**src/rtl/lsu_pkg.sv**
```systemverilog
// rtl/lsu_pkg.sv - op/state encodings, default address width and op decode helpers for the load/store unit
package lsu_pkg;

   localparam int DM_AW_DEF = 12;

   typedef enum logic [2:0] {
      OP_LW  = 3'b000,
      OP_LB  = 3'b001,
      OP_LBU = 3'b010,
      OP_SW  = 3'b011,
      OP_SB  = 3'b100
   } lsu_op_e;

   typedef enum logic [2:0] {
      ST_IDLE  = 3'd0,
      ST_ISSUE = 3'd1,
      ST_WAIT  = 3'd2,
      ST_RESP  = 3'd3,
      ST_ERR   = 3'd4
   } lsu_state_e;

   function automatic logic op_is_load(input logic [2:0] op);
      return (op == OP_LW) || (op == OP_LB) || (op == OP_LBU);
   endfunction

   function automatic logic op_is_store(input logic [2:0] op);
      return (op == OP_SW) || (op == OP_SB);
   endfunction

   function automatic logic op_is_word(input logic [2:0] op);
      return (op == OP_LW) || (op == OP_SW);
   endfunction

   function automatic logic op_is_byte(input logic [2:0] op);
      return (op == OP_LB) || (op == OP_LBU) || (op == OP_SB);
   endfunction

endpackage

```
**src/rtl/lsu_addr_chk.sv**
```systemverilog
// rtl/lsu_addr_chk.sv - combinational legality check of a request's op and address
module lsu_addr_chk
   import lsu_pkg::*;
#(
   parameter int DM_AW = DM_AW_DEF
)
(
   input  logic [2:0]  op,
   input  logic [31:0] addr,
   output logic        legal
);

   logic [31:0] w_hi;
   logic        w_op_ok;
   logic        w_in_range;
   logic        w_aligned;

   assign w_hi       = addr >> DM_AW;
   assign w_op_ok    = op_is_load(op) || op_is_store(op);
   assign w_in_range = (w_hi == 32'd0);
   assign w_aligned  = !op_is_word(op) || (addr[1:0] == 2'b00);
   assign legal      = w_op_ok && w_in_range && w_aligned;

endmodule

```
**src/rtl/lsu_ctrl.sv**
```systemverilog
// rtl/lsu_ctrl.sv - load/store sequencer between the pipeline and a registered-output data memory
module lsu_ctrl
   import lsu_pkg::*;
#(
   parameter int DM_AW = DM_AW_DEF
)
(
   input  logic             clk,
   input  logic             rst_n,
   input  logic             req_valid,
   output logic             req_ready,
   input  logic [2:0]       req_op,
   input  logic [31:0]      req_addr,
   input  logic [31:0]      req_wdata,
   input  logic [4:0]       req_rd,
   input  logic             flush,
   output logic             resp_valid,
   output logic [31:0]      resp_data,
   output logic [4:0]       resp_rd,
   output logic             addr_err,
   output logic [31:0]      err_addr,
   output logic             busy,
   output logic [DM_AW-1:0] dm_addr,
   output logic             dm_bitop,
   output logic             dm_extop,
   output logic             dm_we,
   output logic             dm_memread,
   output logic [31:0]      dm_din,
   input  logic [31:0]      dm_dout
);

   lsu_state_e       r_state;
   lsu_state_e       w_next;
   logic [2:0]       r_op;
   logic [DM_AW-1:0] r_addr;
   logic [31:0]      r_wdata;
   logic [4:0]       r_rd;
   logic [31:0]      r_resp_data;
   logic [31:0]      r_err_addr;
   logic             w_legal;
   logic             w_accept;
   logic             w_active;

   lsu_addr_chk #(.DM_AW(DM_AW)) u_addr_chk (
      .op    (req_op),
      .addr  (req_addr),
      .legal (w_legal)
   );

   assign w_accept = req_valid && (r_state == ST_IDLE);

   always_ff @(posedge clk or negedge rst_n) begin
      if (!rst_n) begin
         r_state <= ST_IDLE;
      end else begin
         r_state <= w_next;
      end
   end

   // Strobes decode straight from state so an async reset drops them immediately.
   always_comb begin
      w_next     = r_state;
      req_ready  = 1'b0;
      resp_valid = 1'b0;
      addr_err   = 1'b0;
      dm_we      = 1'b0;
      dm_memread = 1'b0;
      dm_bitop   = 1'b0;
      dm_extop   = 1'b0;
      dm_addr    = '0;
      w_active   = (r_state == ST_ISSUE) || (r_state == ST_WAIT);

      case (r_state)
         ST_IDLE: begin
            req_ready = 1'b1;
            if (req_valid) begin
               w_next = w_legal ? ST_ISSUE : ST_ERR;
            end
         end
         ST_ISSUE: begin
            if (op_is_store(r_op) || flush) begin
               w_next = ST_IDLE;
            end else begin
               w_next = ST_WAIT;
            end
         end
         ST_WAIT:  w_next = flush ? ST_IDLE : ST_RESP;
         ST_RESP:  w_next = ST_IDLE;
         ST_ERR:   w_next = ST_IDLE;
         default:  w_next = ST_IDLE;
      endcase

      if (r_state == ST_RESP) begin
         resp_valid = 1'b1;
      end
      if (r_state == ST_ERR) begin
         addr_err = 1'b1;
      end
      if (w_active) begin
         dm_we      = (r_state == ST_ISSUE) && op_is_store(r_op);
         dm_memread = op_is_load(r_op);
         dm_bitop   = op_is_byte(r_op);
         dm_extop   = (r_op == OP_LB);
         dm_addr    = r_addr;
         if (op_is_word(r_op)) begin
            dm_addr[1:0] = 2'b00;
         end
      end
   end

   always_ff @(posedge clk or negedge rst_n) begin
      if (!rst_n) begin
         r_op        <= 3'b000;
         r_addr      <= '0;
         r_wdata     <= 32'd0;
         r_rd        <= 5'd0;
         r_resp_data <= 32'd0;
         r_err_addr  <= 32'd0;
      end else begin
         if (w_accept) begin
            r_op    <= req_op;
            r_addr  <= req_addr[DM_AW-1:0];
            r_wdata <= req_wdata;
            r_rd    <= req_rd;
            if (!w_legal) begin
               r_err_addr <= req_addr;
            end
         end
         // A flushed load never reaches RESP, so its data must not overwrite the last result.
         if ((r_state == ST_WAIT) && !flush) begin
            r_resp_data <= dm_dout;
         end
      end
   end

   assign busy      = ~req_ready;
   assign resp_data = r_resp_data;
   assign resp_rd   = r_rd;
   assign err_addr  = r_err_addr;
   assign dm_din    = r_wdata;

endmodule

```
**config.mk**
```make
export PLATFORM = sky130hd
export DESIGN_NAME = lsu_ctrl
export DESIGN_NICKNAME = d
export VERILOG_FILES = /design/src/rtl/lsu_pkg.sv /design/src/rtl/lsu_addr_chk.sv /design/src/rtl/lsu_ctrl.sv
export SDC_FILE = /design/constraint.sdc
export NUM_CORES = 1
export LEC_CHECK = 0
export ABC_AREA = 1
export CORE_MARGIN = 1.5
export CORE_UTILIZATION = 37
export DETAILED_ROUTE_END_ITERATION = 10
export GPL_ROUTABILITY_DRIVEN = 0
export PLACE_DENSITY_LB_ADDON = 0.3
export SLEW_MARGIN = 20
export SYNTH_ARGS = -nofsm -noshare
export SYNTH_HDL_FRONTEND = slang
export SYNTH_SLANG_ARGS = --single-unit
```
**constraint.sdc**
```tcl
create_clock -name clk -period 1.2 [get_ports clk]
set_input_delay 0.36 -clock clk [delete_from_list [all_inputs] [get_ports clk]]
set_output_delay 0.36 -clock clk [all_outputs]
set_load 0.01 [all_outputs]
```
==> qor.csv <==
stage,metric,value,unit
finish,multi_input_area,2392,um2
sta,rsz0062_at_grt,yes,
setup_path,path_cells,inv_2 -> nand3_2 -> nand2_2 -> o211ai_1 -> buf_4 -> nor2_2 -> buf_2,
global_routing,grt_first_pass_wirelength,24080,um
die,core-area,12670,um2
routing,wl_per_cell,18.48,um
setup_path,regToRegEndpoint,r_addr[4]$_DFFE_PN0P_,
placed_design,port_buffers,228,
finish,fillers,782,
pwr,p_leak,0.004986,uW
setup_path,startpoint,r_state[0]$_DFFE_PN0P_,
pwr,power.switching,3745,uW
die,ios,229,
synthesis,synth_compound_area_share,2.336,%
pwr,ir_drop,0.9524,mV
pwr,p_sw_share,27.03,%
global_routing,antenna_found_initial,0,
synthesis,synth_warnings,0,
synthesis,synth_adder_area_share,0,%
sta,setup_violations,240,
clock_network,htree_num_levels,4,
setup_path,max_stage_delay,0.41,ns
finish,drive_gt1_share,54.10,%
finish,fin_nets,973,
setup_path,critPathKind,flip-flop to primary output,
clock_network,worst_skew_pair.late_latency,0.41,ns
sta,finalCritPeriodShare,168.5,%
clock_network,cts.sinks,119,
synthesis,synthMuxAreaShare,8.645,%
finish,syn2layout_area_growth,108.1,%
finish,antennaDiodeCount,0,
synthesis,syn-num-nets,601,
pwr,pwr-share-seq,35.6,%
clock_network,tritoncts,done,
run_status,failed_checks,negative setup slack,
synthesis,synth_top_family_by_area,simple AND/OR/NAND/NOR gates,
pwr,power_frac_comb,27.0,%
synthesis,synth_cells,493,
setup_path,worstPathRequired,0.84,ns
synthesis,yosys_register_bits,119,
setup_path,cpLargestDelayFamily,buffers and inverters,
placed_design,place_ws,-0.7449,ns
setup_path,reg2reg_from,r_state[1]$_DFFE_PN0P_,
routing,drtIter0Drc,231,
die,initial_core_util,38.04,%
setup_path,crit_fanout,3,
routing,routed_wl,19410,um
setup_path,cp_slowest_cell,dfrtp_1,
setup_path,cp.depth,7,
setup_path,crit_buf_inv,3,
synthesis,synth_area,4820,um2
placed_design,dpl.hpwl,10240,um
pwr,p_per_area,1381,nW/um2
sta,relSlewSlack,78.56,%
clock_network,cts_buffer_depth,2,
synthesis,synthSimpleGateAreaFrac,22.17,%
pwr,clock_power_share,37.4,%
sta,fin_skew,0.006598,ns
worst_hold_path,hold_class,input port to async pin,
pwr,p_int,10110,uW
finish,final_cell_mix,"121 x nand2_1, 119 x dfrtp_1, 106 x clkdlybuf4s50_1",
sta,fin_ws,-0.8220,ns
setup_path,ff2ff_setup_slack,-0.75,ns
die,dieArea,13720,um2
global_routing,gr-total-overflow,0,
clock_network,clk_pin_slew,0.06,ns
sta,clock.fmax,494.6,MHz
setup_path,start_kind,flip-flop,
global_routing,grt_use_total,23.55,%
setup_path,worstPathArrival,1.66,ns
synthesis,synth_xor_area_share,0,%
synthesis,yosysUniqueCellTypes,22,
run_status,outcome,"complete, but fails checks",
sta,worst_pin_slew,0.3215,ns
die,die_w,117.1,um
sta,finalSetupTns,-88.99,ns
setup_path,end_kind,primary output,
finish,regArea,2978,um2
sta,slew_viol_final,0,
routing,ant_nets,0,
routing,dr.pass1.iters,5,
global_routing,grt_max_degree,41,
sta,fin_crit,2.022,ns
die,fp.dieH,117.1,um
run,maxCapViolCount,0,
global_routing,grt_pass1_vias,4866,
routing,num_vias,5047,
setup_path,r2r.worst_path.cells,14,
die,num_rows,41,
routing,via_per_inst,4.807,
setup_path,crit_end,dm_addr[0],
clock_network,cts_made_buffers,17,
routing,drc_errors,0,
sta,hold_viol,0,
synthesis,syn_avg_cell_area,9.776,um2
synthesis,ys_seq_area_share,61.79,%
clock_network,root_buffer,clkbuf_16,
finish,final_common_cell,nand2_1,
## cells by family (layout without fill, tap and decap cells)
logic type             after synthesis  after routing
multiplexers                        37             37
buffers and inverters               52            437
AO/OA/AOI/OAI                       21             21
flip-flops                         119            119
AND/OR/NAND/NOR                    264            264
## routing by layer
layer	routed length [um]	share of wire [%]	global-route usage, %	up-vias
met4	484	2.5	9.719	0
met2	10310	53	41.83	218
met3	1470	7.6	8.908	43
met5	0	0	0	-
met1	7141	37	25.27	2472
li1	-	-	-	2314
## state kept, by name, summed over array words and instances, names as in the netlist
register   flops
r_op           3
r_state        3
dm_din        32
r_addr        12
resp_data     32
err_addr      32
resp_rd        5
## power by group through the flow
| stage | combinational, uW | clock (uW) | sequential, uW |
|---|---|---|---|
| 6_report | 3740 | 5180 | 4940 |
| 5_1_grt | 3970 | 5420 | 4990 |
| 4_1_cts | 2830 | 5210 | 4860 |
| 3_5_place_dp | 2700 | 0 | 4930 |
| 3_3_place_gp | 2650 | 0 | 4900 |
| 2_1_floorplan | 678 | 0 | 5150 |
## worst min-delay path by stage
stage,start,depth (start not counted),end,slack [ns]
floorplan,rst_n,0,dm_din[0]$_DFFE_PN0P_,0.06
global placement,rst_n,1,err_addr[5]$_DFFE_PN0P_,0.27
detailed placement,rst_n,1,err_addr[4]$_DFFE_PN0P_,0.27
CTS,rst_n,2,dm_din[14]$_DFFE_PN0P_,0.37
global route,rst_n,2,err_addr[9]$_DFFE_PN0P_,0.42
finish,rst_n,2,err_addr[9]$_DFFE_PN0P_,0.38
## area by class of cell
type                            count  area share, %
Sequential cell                   119          29.69
Clock buffer                       23          4.666
Multi-Input combinational cell    322          23.85
Tap cell                          172          2.146
Clock inverter                      9          1.235
Timing Repair Buffer              376          37.23
Inverter                           29          1.185
## through the flow
stage | cells | utilization, % | hold slack, ns | power, uW | cell area [um2]
6_report | 1050 | 79.15 | 0.3837 | 13850 | 10030
4_1_cts | 997 | 68.69 | 0.3726 | 12890 | 8703
5_1_grt | 1050 | 79.15 | 0.4172 | 14380 | 10030
3_5_place_dp | 915 | 61.12 | 0.2745 | 7629 | 7745
2_1_floorplan | 493 | - | 0.06441 | 5830 | 4961
3_3_place_gp | 915 | 61.12 | 0.2696 | 7552 | 7745
## synth_stat cells (all sizes together)
cell	count	share of area, %
nand3	36	4.0
a21oi	2	0.21
o211ai	1	0.16
a211oi	1	0.16
inv	29	2.3
o31ai	1	0.16
nor2	34	2.9
clkbuf	3	0.23
mux2	37	8.6
dfrtp	119	62
o21ai	16	1.7
nand2	191	15
buf	20	2.6
nor3	2	0.21
nor4	1	0.13
## worst register-to-register path: stages, from the launching register on
cell	delay [ns]
dfrtp_1	0.41
inv_2	0.09
buf_6	0.09
buf_6	0.10
nand3_4	0.10
buf_6	0.13
nor2_4	0.12
buf_6	0.13
buf_12	0.11
buf_12	0.09
buf_12	0.12
buf_12	0.11
buf_16	0.11
nand2_2	0.05
o21ai_1	0.09
## repair_timing
action                                  4_1_cts  5_1_grt
endpoints found under the hold margin        15        0
buffers inserted                             41       55
gates resized for setup                     553      246
pin swaps                                     9       38
endpoints found under the setup margin      240      240
cloned                                       10        9
hold buffers                                  1        0
No activity file was read; power rests on OpenSTA's default activity.
